<file path="config.mk">
export PLATFORM = sky130hd
export DESIGN_NAME = ioctl_upload_responder
export DESIGN_NICKNAME = d
export VERILOG_FILES = /design/src/rtl/ioctl_upload_responder.sv
export SDC_FILE = /design/constraint.sdc
export NUM_CORES = 1
export LEC_CHECK = 0
export BUFFER_PORTS_ARGS = -buffer_cell sky130_fd_sc_hd__buf_4
export CORE_ASPECT_RATIO = 0.8
export CORE_UTILIZATION = 32
export CTS_BUF_LIST = sky130_fd_sc_hd__clkbuf_4 sky130_fd_sc_hd__clkbuf_8
export CTS_CLUSTER_DIAMETER = 100
export DETAILED_ROUTE_END_ITERATION = 10
export PLACE_DENSITY = 0.68
export REMOVE_ABC_BUFFERS = 1
export SLEW_MARGIN = 15
export SYNTH_ARGS = -nofsm -noshare
export SYNTH_HDL_FRONTEND = slang
export SYNTH_SLANG_ARGS = --single-unit
</file>
<file path="constraint.sdc">
create_clock -name clk_sys -period 2.3 [get_ports clk_sys]
set_input_delay 0.46 -clock clk_sys [delete_from_list [all_inputs] [get_ports clk_sys]]
set_output_delay 0.46 -clock clk_sys [all_outputs]
set_load 0.1 [all_outputs]
</file>
<file path="src/rtl/ioctl_upload_responder.sv">
// HPS ioctl upload responder: serves save/NVRAM read strobes from a shared RAM port.
// Optional running checksum of delivered bytes is enabled with `define UPLOAD_CHECKSUM_EN.
module ioctl_upload_responder #(
  parameter logic [7:0] UPLOAD_INDEX = 8'd1,
  parameter int         ADDR_W       = 16,
  parameter int         SIZE         = 65536,
  parameter int         RD_LATENCY   = 2,
  parameter logic [7:0] FILL         = 8'hFF
) (
  input  logic              clk_sys,
  input  logic              reset_n,
  input  logic              ioctl_upload,
  input  logic [7:0]        ioctl_index,
  input  logic [24:0]       ioctl_addr,
  input  logic              ioctl_rd,
  output logic [7:0]        ioctl_din,
  output logic              ioctl_wait,
  output logic              mem_rd,
  output logic [ADDR_W-1:0] mem_addr,
  input  logic              mem_grant,
  input  logic [7:0]        mem_data,
  output logic [7:0]        checksum,
  output logic [1:0]        dbg_state
);

  typedef enum logic [1:0] {IDLE = 2'd0, REQ = 2'd1, WAIT = 2'd2, FILLD = 2'd3} state_t;

  localparam logic [25:0] SIZE_L = 26'(SIZE);
  localparam logic [3:0]  LAT_M1 = 4'(RD_LATENCY - 1);

  state_t     state;
  logic [3:0] cnt;
  logic       sel;
  logic       accept;
  logic       in_range;

  assign sel        = ioctl_upload & (ioctl_index == UPLOAD_INDEX);
  assign accept     = sel & ioctl_rd & (state == IDLE);
  assign in_range   = {1'b0, ioctl_addr} < SIZE_L;
  assign ioctl_wait = (state != IDLE) | accept;
  assign dbg_state  = state;

  // RAM handshake: mem_rd is a request that stays high with mem_addr stable
  // until the first cycle mem_grant=1; that cycle is the transfer cycle and
  // mem_data is sampled RD_LATENCY cycles later.
  always_ff @(posedge clk_sys or negedge reset_n) begin
    if (!reset_n) begin
      state     <= IDLE;
      cnt       <= '0;
      ioctl_din <= 8'h00;
      mem_rd    <= 1'b0;
      mem_addr  <= '0;
    end else if ((state != IDLE) && !sel) begin
      // Session dropped mid-read: abandon without touching ioctl_din.
      state  <= IDLE;
      mem_rd <= 1'b0;
      cnt    <= '0;
    end else begin
      case (state)
        IDLE: begin
          if (accept) begin
            if (in_range) begin
              state    <= REQ;
              mem_rd   <= 1'b1;
              mem_addr <= ioctl_addr[ADDR_W-1:0];
            end else begin
              state     <= FILLD;
              ioctl_din <= FILL;
            end
          end
        end
        REQ: begin
          if (mem_grant) begin
            mem_rd <= 1'b0;
            cnt    <= LAT_M1;
            state  <= WAIT;
          end
        end
        WAIT: begin
          if (cnt == 4'd0) begin
            ioctl_din <= mem_data;
            state     <= IDLE;
          end else begin
            cnt <= cnt - 4'd1;
          end
        end
        FILLD:   state <= IDLE;
        default: state <= IDLE;
      endcase
    end
  end

`ifdef UPLOAD_CHECKSUM_EN
  logic       sel_q;
  logic       deliver_fill;
  logic       deliver_ram;
  logic [7:0] sum_base;

  assign deliver_fill = accept & ~in_range;
  assign deliver_ram  = (state == WAIT) & sel & (cnt == 4'd0);
  // A new session starts the sum from zero, even if its first byte lands now.
  assign sum_base     = (sel & ~sel_q) ? 8'h00 : checksum;

  always_ff @(posedge clk_sys or negedge reset_n) begin
    if (!reset_n) begin
      sel_q    <= 1'b0;
      checksum <= 8'h00;
    end else begin
      sel_q <= sel;
      if (deliver_fill)
        checksum <= sum_base + FILL;
      else if (deliver_ram)
        checksum <= sum_base + mem_data;
      else
        checksum <= sum_base;
    end
  end
`else
  assign checksum = 8'h00;
`endif

endmodule
</file>
==> results.py, run 1 <==
metrics = {
    "synth": {
        "syn_area_sq_um": 1620,
        "ys_types": 39,
        "synthXorXnorAreaFrac_pct": 0,
        "synth_top_family_by_area": "simple AND/OR/NAND/NOR gates",
        "async_flop_share_pct": 100.0,
        "synth_edf_count": 0,
        "ys.warnings.count": 0,
        "syn_area_per_cell_sq_um": 10.66,
        "synth_compound_area_share_pct": 11.43,
        "yosysTopAreaCell": "dfrtp_1",
        "syn_inst": 152,
        "synth.mux.area_fraction_pct": 11.81,
        "synthSimpleGateAreaFrac_pct": 17.84,
        "synth_seq_cells": 31,
        "yosysSeqAreaShare_pct": 47.88,
        "synth_ff_type": "dfrtp_1",
        "synth_area_leaders": "dfrtp_1 48%, mux2_2 12%, nor3_1 5.6%",
        "netlist.area_leader.share_pct": 47.88,
        "synthAdderAreaFrac_pct": 1.544,
    },
    "worst_setup_path": {
        "startpoint_type": "primary input",
        "r2r_end": "mem_addr[6]$_DFFE_PN0P_",
        "crit_end": "ioctl_wait",
        "r2r_start": "dbg_state[0]$_DFFE_PN0P_",
        "crit_start": "ioctl_index[4]",
        "critPathKind": "primary input to output pin",
        "critPathArrivalTime_ns": 1.74,
        "rr_worst_depth": 5,
        "reg2reg_slack_ns": 0.45,
        "critPathCaptureType": "output pin",
        "crit_required_ns": 1.84,
        "crit_fanout": 2,
    },
    "job": {
        "drv_cap": 0,
    },
    "placed_design": {
        "dp.cells": 290,
        "post_dp_cell_area_sq_um": 2267,
        "pre_cts_ws_ns": -0.07851,
        "dpl.hpwl_mm": 2.854,
        "portBuffers": 73,
        "gp_congestion": 0.8383,
    },
    "finish": {
        "fill_cells": 433,
        "utilization_pct": 50.90,
        "area_growth_pct": 48.73,
        "nNetsFinal": 285,
        "fin_area_sq_um": 2410,
        "num_antenna_cells": 0,
        "drive_above_1_share_pct": 49.58,
        "fin_cells": 298,
        "regArea_sq_um": 775.7,
        "multi_input_area_sq_um": 733.2,
    },
    "clocking": {
        "cts_max_path_buffers": 2,
        "clk_latency_ns": 0.28,
        "cts_tree": "done",
        "cts.htree.levels": 2,
        "cts_buffers": 5,
        "clk_pin_slew_ns": 0.07,
        "clkSinkCount": 31,
        "root_buffer": "clkbuf_8",
    },
    "drt": {
        "first_pass_iters": 4,
        "drcViolationCount": 0,
        "postRouteAntennaNets": 0,
        "num_vias": 1469,
        "wl_mm": 3.794,
        "wire_per_inst_um": 12.73,
        "viasPerCell": 4.930,
        "drt_iter0_drc": 63,
    },
    "power_and_ir_drop": {
        "p_per_area_nw_per_um2": 951.9,
        "leakagePower_nw": 1.255,
        "vdd_drop_max_mv": 0.8660,
    },
    "die": {
        "ios": 82,
        "rows": 22,
        "die_w_um": 81.56,
        "die_height_um": 65.65,
        "die-area_sq_um": 5354,
        "start_util_pct": 34.22,
        "core_area_sq_um": 4735,
    },
    "global_routing": {
        "grt_max_degree": 32,
        "first_global_vias": 1393,
        "antenna_found_initial": 0,
        "grt_util_all_layers_pct": 15.53,
        "grt_overflow_total": 0,
        "grt_pass1_wl_mm": 6.341,
    },
    "run_status": {
        "status": "finished, final reports clean",
    },
    "sta": {
        "hold_viol_final": 0,
        "setup_ws_ns": 0.09575,
        "rsz0062_at_grt": "false",
        "layout_min_cycle_time_ns": 2.204,
        "setup_violations": 0,
        "slew_violations": 0,
        "skew_ns": 0.007305,
        "max_freq_mhz": 453.7,
        "setup_tns_ns": 0,
        "finalCritPeriodShare_pct": 95.84,
    },
    "min_path": {
        "min_path_type": "primary input to asynchronous set/reset pin",
    },
}
==> kinds of logic after synthesis <==
| logic type | after synthesis |
|---|---|
| buffers and inverters | 27 |
| AOI/OAI and AO/OA | 26 |
| adders and majority gates | 2 |
| muxes | 17 |
| other | 1 |
| DFF | 31 |
| and+or+nand+nor | 48 |
==> flip-flops by register name (all words and copies together) (netlist names) <==
register and count:
dbg_state 2, mem_rd 1, cnt 4, ioctl_din 8, mem_addr 16
==> worst max-delay path, stage by stage <==
cell and delay, ns:
buf_4 0.11, or4b_4 0.55, nor4_4 0.24, nor2_1 0.08, inv_1 0.11, buf_12 0.18
==> per-layer routing <==
metal	global-route usage, %	vias up	share of wire [%]
met5	0	-	0
met4	4.018	0	0.53
met3	4.028	2	8.0
met2	26.67	70	46
met1	19.12	699	45
li1	-	698	-
==> worst min path at each step <==
stage                 start                        to  slack, ns  cells after the start
global placement    reset_n  ioctl_din[6]$_DFFE_PN0P_       0.42                      1
finish              reset_n   mem_addr[2]$_DFFE_PN0P_       0.10                      1
global route        reset_n   mem_addr[2]$_DFFE_PN0P_       0.13                      1
floorplan           reset_n        cnt[0]$_DFFE_PN0P_       0.16                      0
CTS                 reset_n   mem_addr[2]$_DFFE_PN0P_       0.11                      1
detailed placement  reset_n  ioctl_din[6]$_DFFE_PN0P_       0.42                      1
==> power by group <==
part           switching, mW  internal [mW]  leakage, nW
logic                  0.792          0.256        0.784
clock network          0.201          0.350       0.0612
registers             0.0687          0.626        0.410
total                   1.06           1.23         1.26
==> synthesized netlist by cell type, drive strengths merged, types with 2 or more instances <==
library cell  number
a211oi             8
a21oi              2
a31oi              2
buf               10
clkbuf             3
dfrtp             31
ha                 2
inv               14
mux2              17
nand2b             2
nor2               8
nor2b              2
nor3              19
nor3b              2
nor4               4
o21ai              5
or2                3
or4                2
==> area by class of cell <==
| class | instances | share of cell area (%) |
|---|---|---|
| repair buffers | 84 | 27.21 |
| flip-flops and latches | 31 | 32.19 |
| clock buffers | 6 | 3.427 |
| inverters | 14 | 2.181 |
| well taps | 60 | 3.115 |
| multi-input cells | 101 | 30.43 |
| clock inverters | 2 | 1.454 |
==> stage by stage <==
step / total power, mW / hold WS (ns)
after floorplan: 1.476 / 0.1644
after global placement: 1.736 / 0.4174
after detailed placement: 1.746 / 0.4191
after CTS: 2.318 / 0.1090
after global routing: 2.404 / 0.1265
final: 2.294 / 0.1005
==> cells in the final DEF (no fill, tap or decap), types with 3 or more instances in the layout <==
| cell | instances |
|---|---|
| buf_4 | 82 |
| dfrtp_1 | 31 |
| nor3_1 | 18 |
| mux2_2 | 17 |
| inv_1 | 14 |
| nor2_1 | 8 |
| a211oi_1 | 8 |
| conb_1 | 8 |
| clkbuf_8 | 6 |
| o21ai_0 | 5 |
| or2_2 | 3 |
| nor4_1 | 3 |
==> repair_timing <==
| item | CTS | global route |
|---|---|---|
| cloned | 0 | 0 |
| pin swaps | 0 | 1 |
| endpoints found under the hold margin | 0 | 0 |
| hold buffers | 0 | 0 |
| endpoints found under the setup margin | 1 | 1 |
| gates resized for setup | 3 | 2 |
| setup buffers | 0 | 0 |
No activity file was read; power rests on OpenSTA's default activity.
==> run 2, diff against run 1 <==
- CORE_UTILIZATION: 32 -> 42
- PLACE_DENSITY: 0.68 -> 0.84
==> results.py, run 2 (synthesis gave the netlist of run 1 again) <==
metrics = {
    "clocking": {
        "cts_max_path_buffers": 2,
        "root_buffer": "clkbuf_8",
        "clk_pin_slew_ns": 0.06,
        "post_cts_buffers": 0,
        "cts_hold_buf": 0,
        "clkSinkCount": 31,
        "cts.htree.levels": 2,
        "cts_buffers": 5,
        "cts_resized": 5,
        "cts_tree": "done",
        "clk_latency_ns": 0.27,
    },
    "finish": {
        "reg.largest.list": "mem_addr (16), ioctl_din (8), cnt (4)",
        "nNetsFinal": 285,
        "fill_cells": 285,
        "largest_register_ffs": 16,
        "drive_above_1_share_pct": 49.58,
        "regMostFlops": "mem_addr",
        "num_antenna_cells": 0,
        "mostFrequentLayoutCell": "buf_4",
        "mostFrequentLayoutCells": "82 x buf_4, 31 x dfrtp_1, 18 x nor3_1",
        "area_growth_pct": 45.56,
    },
    "die": {
        "core_area_sq_um": 3566,
        "rows": 19,
        "ios": 82,
        "die_height_um": 57.56,
        "die-area_sq_um": 4112,
        "start_util_pct": 45.44,
        "die_w_um": 71.45,
    },
    "global_routing": {
        "grt_util_all_layers_pct": 20.24,
        "grt_pass1_wl_mm": 6.492,
        "grt_overflow_total": 0,
        "antenna_found_initial": 0,
        "grt_max_degree": 32,
        "first_global_vias": 1447,
    },
    "worst_setup_path": {
        "crit_required_ns": 1.84,
        "reg2reg_slack_ns": 0.37,
        "critPathArrivalTime_ns": 1.71,
        "critPathCaptureType": "output pin",
        "crit_fanout": 5,
        "critPathKind": "primary input to output pin",
        "path_cells": "buf_4 > or3b_1 > nor4_4 > nor2_1 > inv_1 > buf_12",
        "cp_slowest_cell": "or3b_1",
        "cpPeakStageDelay_ns": 0.47,
        "startpoint_type": "primary input",
    },
    "placed_design": {
        "pre_cts_ws_ns": -0.08726,
        "dpl.hpwl_mm": 2.818,
        "gp_congestion": 0.8000,
        "portBuffers": 73,
    },
    "power_and_ir_drop": {
        "p_clk_share_pct": 19.4,
        "power_mw": 2.159,
        "leakagePower_nw": 1.244,
        "p_sw_share_pct": 48.58,
        "p_int_mw": 1.110,
        "vdd_drop_max_mv": 0.6327,
        "p_per_area_nw_per_um2": 915.5,
        "power_switching_mw": 1.049,
        "combPwrFrac_pct": 48.4,
        "seq_power_share_pct": 32.1,
    },
    "sta": {
        "rsz0062_at_grt": "false",
        "skew_ns": 0.002855,
        "setup_violations": 0,
        "hold_viol_final": 0,
        "tightestPinTransition_ns": 0.5199,
        "setup_ws_ns": 0.1302,
        "layout_min_cycle_time_ns": 2.170,
        "max_freq_mhz": 460.9,
        "setup_tns_ns": 0,
        "finalCritPeriodShare_pct": 94.34,
        "slew_violations": 0,
        "hold_slack_ns": 0.1108,
        "slew_headroom_pct": 65.26,
    },
    "min_path": {
        "min_path_type": "primary input to asynchronous set/reset pin",
    },
    "drt": {
        "wl_mm": 3.756,
        "drt_iter0_drc": 89,
        "postRouteAntennaNets": 0,
        "first_pass_iters": 4,
        "wire_per_inst_um": 13.41,
        "drcViolationCount": 0,
        "viasPerCell": 5.204,
        "num_vias": 1457,
    },
    "job": {
        "drv_cap": 0,
    },
    "run_status": {
        "status": "finished, final reports clean",
    },
}
## run 2: changes by cell type in the layout (fill, tap and decap cells not counted), sizes merged
cell | before | now
bufinv | 1 | 0
clkbuf | 6 | 7
## run 2: power by group through the flow
| stage | clock network (mW) | registers, mW | logic (mW) |
|---|---|---|---|
| floorplan | 0 | 1.22 | 0.256 |
| global placement | 0 | 0.699 | 1.03 |
| detailed placement | 0 | 0.703 | 1.04 |
| CTS | 0.436 | 0.694 | 1.05 |
| global route | 0.468 | 0.705 | 1.10 |
| finish | 0.420 | 0.694 | 1.05 |
## run 2: layout make-up
cell class / count / area, sq um / share of cell area [%]
clock buffers: 7 / 83.83 / 3.554
clock inverters: 1 / 5.005 / 0.2122
inverters: 14 / 52.55 / 2.228
multi-input cells: 101 / 733.2 / 31.09
flip-flops and latches: 31 / 775.7 / 32.89
well taps: 42 / 52.55 / 2.228
repair buffers: 84 / 655.6 / 27.80
## run 2: layer usage
| layer | track usage [%] | part of all wire, % |
|---|---|---|
| met1 | 27.31 | 44 |
| met4 | 4.286 | 0.11 |
| met5 | 0 | 0 |
| met2 | 33.47 | 48 |
| met3 | 4.770 | 8.5 |
## run 2: critical path: cells and delay by family
family	cells	cell delay, ns
buf+inv	3	0.38
simple gates	3	0.86
## run 2: worst paths after layout
check                                            to  depth (start not counted)               start
setup / recovery                         ioctl_wait                          6      ioctl_index[1]
hold / removal             dbg_state[0]$_DFFE_PN0P_                          1             reset_n
setup reg to reg                 cnt[1]$_DFFE_PN0P_                          6  cnt[0]$_DFFE_PN0P_
hold reg to reg                  mem_rd$_DFFE_PN0P_                          1  mem_rd$_DFFE_PN0P_
max in group asynchronous   mem_addr[6]$_DFFE_PN0P_                          1             reset_n
min in group clk_sys       mem_addr[12]$_DFFE_PN0P_                          2      ioctl_addr[12]
## run 2: through the flow
stage / area, sq um / std cells / util, %
finish: 2359 / 280 / 66.14
global route: 2359 / 280 / 66.14
CTS: 2359 / 280 / 66.14
detailed placement: 2245 / 272 / 62.95
global placement: 2245 / 272 / 62.95
floorplan: 1549 / 146 / -
==> run 3, diff against run 2 <==
- ABC_AREA: unset -> 1
- CORE_UTILIZATION: 42 -> 43
==> results.py, run 3 <==
metrics = {
    "run_status": {
        "status": "finished, final reports clean",
    },
    "sta": {
        "setup_tns_ns": 0,
        "slew_violations": 0,
        "setup_violations": 0,
        "layout_min_cycle_time_ns": 1.911,
        "hold_slack_ns": 0.1066,
        "finalCritPeriodShare_pct": 83.08,
        "max_freq_mhz": 523.3,
        "hold_viol_final": 0,
        "setup_ws_ns": 0.3891,
        "rsz0062_at_grt": "false",
        "skew_ns": 0.005209,
    },
    "global_routing": {
        "grt_max_degree": 33,
        "grt_pass1_wl_mm": 5.664,
        "grt_overflow_total": 0,
        "antenna_found_initial": 0,
        "grt_util_all_layers_pct": 16.89,
        "first_global_vias": 1387,
    },
    "placed_design": {
        "portBuffers": 73,
        "pre_cts_ws_ns": 0.3826,
        "dpl.hpwl_mm": 2.762,
        "dp.cells": 350,
        "post_dp_cell_area_sq_um": 2322,
        "gp_congestion": 0.7933,
    },
    "drt": {
        "drcViolationCount": 0,
        "wire_per_inst_um": 9.634,
        "postRouteAntennaNets": 0,
        "wl_mm": 3.449,
        "wl_met2_mm": 1.731,
        "drt_iter0_drc": 83,
        "met3_wirelength_um": 214,
        "highest_layer": "met3",
        "first_pass_iters": 5,
        "viasPerCell": 4.458,
        "num_vias": 1596,
        "wl_met1_mm": 1.504,
    },
    "synth": {
        "ys.warnings.count": 0,
        "synth.most_common_cell": "nand2_1",
        "syn_area_per_cell_sq_um": 7.834,
        "syn_area_sq_um": 1770,
        "synth_seq_cells": 31,
        "synth_area_leaders": "dfrtp_1 44%, nand2_1 12%, inv_1 9.8%",
        "syn_inst": 226,
        "async_flop_share_pct": 100.0,
        "synth_ff_type": "dfrtp_1",
        "yosysTopAreaCell": "dfrtp_1",
        "ys_types": 25,
        "yosysSeqAreaShare_pct": 43.82,
        "synth_edf_count": 0,
        "synth_common_cells": "58 x nand2_1, 46 x inv_1, 31 x dfrtp_1",
        "netlist.area_leader.share_pct": 43.82,
    },
    "die": {
        "rows": 20,
        "die_w_um": 73.74,
        "core_area_sq_um": 3879,
        "die_height_um": 59.39,
        "die-area_sq_um": 4379,
        "ios": 82,
        "start_util_pct": 45.65,
    },
    "worst_setup_path": {
        "critPathTopFamily": "simple AND/OR/NAND/NOR gates",
        "crit_required_ns": 1.84,
        "reg2reg_slack_ns": 0.73,
        "path_cells": "buf_4 > nor2_1 > nand2_1 > nor2_4 > nand3_1 > nand2_1 > buf_4",
        "rr_worst_depth": 7,
        "cpPeakStageDelay_ns": 0.30,
        "r2r_start": "dbg_state[1]$_DFFE_PN0P_",
        "critPathArrivalTime_ns": 1.45,
        "startpoint_type": "primary input",
        "path_buf_inv": 2,
        "cp_slowest_cell": "buf_4",
        "critPathKind": "primary input to output pin",
        "critPathCaptureType": "output pin",
        "crit_fanout": 6,
        "r2r_end": "mem_addr[11]$_DFFE_PN0P_",
    },
    "min_path": {
        "min_path_type": "primary input to asynchronous set/reset pin",
    },
    "clocking": {
        "cts_tree": "done",
        "cts_hold_buf": 0,
        "clk_pin_slew_ns": 0.06,
        "cts_buffers": 5,
        "cts_resized": 0,
        "cts.htree.levels": 2,
        "clk_latency_ns": 0.27,
        "root_buffer": "clkbuf_8",
        "post_cts_buffers": 0,
        "clkSinkCount": 31,
        "cts_max_path_buffers": 2,
    },
    "finish": {
        "area_growth_pct": 37.03,
        "drive_above_1_share_pct": 35.64,
        "fin_area_sq_um": 2426,
        "mostFrequentLayoutCell": "buf_4",
        "utilization_pct": 62.55,
        "nNetsFinal": 350,
        "regMostFlops": "mem_addr",
        "fill_cells": 361,
        "mostFrequentLayoutCells": "74 x buf_4, 58 x nand2_1, 46 x inv_1",
        "num_antenna_cells": 0,
        "largest_register_ffs": 16,
        "reg.largest.list": "mem_addr (16), ioctl_din (8), cnt (4)",
        "fin_cells": 358,
    },
    "power_and_ir_drop": {
        "vdd_drop_max_mv": 0.8136,
        "power_mw": 2.018,
        "leakagePower_nw": 1.376,
        "p_per_area_nw_per_um2": 831.7,
    },
    "job": {
        "drv_cap": 0,
    },
}
run 3: changes by cell type in the layout (fill, tap and decap cells not counted), moves of 3 or more:
cell	before	now
a211oi_1	8	0
buf_4	82	74
inv_1	14	46
mux2_2	17	0
nand2_1	1	58
nand3_1	1	13
nand4_1	0	3
nor2_1	8	25
nor3_1	18	0
nor4_1	3	0
o21ai_2	0	16
run 3: cells by family after synthesis:
group | Yosys count | share of synthesized area, %
buf+inv | 59 | 15.55
simple gates | 108 | 27.49
fa+ha+maj | 2 | 1.413
compound gates | 24 | 11.02
other cells | 1 | 0.2118
xor+xnor | 1 | 0.4948
flops | 31 | 43.82
run 3: how the worst max path moves through the flow:
stage	from	to	slack, ns	cells after the start
2_1_floorplan	dbg_state[1]$_DFFE_PN0P_	mem_rd$_DFFE_PN0P_	-0.07	5
3_3_place_gp	ioctl_index[3]	ioctl_wait	0.47	7
3_5_place_dp	ioctl_index[5]	ioctl_wait	0.38	7
4_1_cts	ioctl_index[3]	ioctl_wait	0.38	7
5_1_grt	ioctl_index[5]	ioctl_wait	0.26	7
6_report	ioctl_index[3]	ioctl_wait	0.39	7
run 3: report_power, final:
| group | total, mW | internal [mW] | switching [mW] |
|---|---|---|---|
| sequential | 0.657 | 0.601 | 0.0559 |
| clock | 0.465 | 0.284 | 0.181 |
| combinational | 0.895 | 0.244 | 0.651 |
| total | 2.02 | 1.13 | 0.888 |
run 3: cell type report:
class	count	area [sq um]	share of cell area (%)
clock buffer	8	103.9	4.281
timing repair buffer	74	555.5	22.90
multi-input combinational	143	745.7	30.74
inverter	47	176.4	7.272
tap	55	68.82	2.837
sequential	31	775.7	31.98
run 3: layer usage:
metal / global-route usage (%) / vias up
met5: 0 / -
met2: 31.19 / 50
met3: 4.932 / 0
met4: 3.022 / 0
met1: 19.65 / 730
li1: - / 816
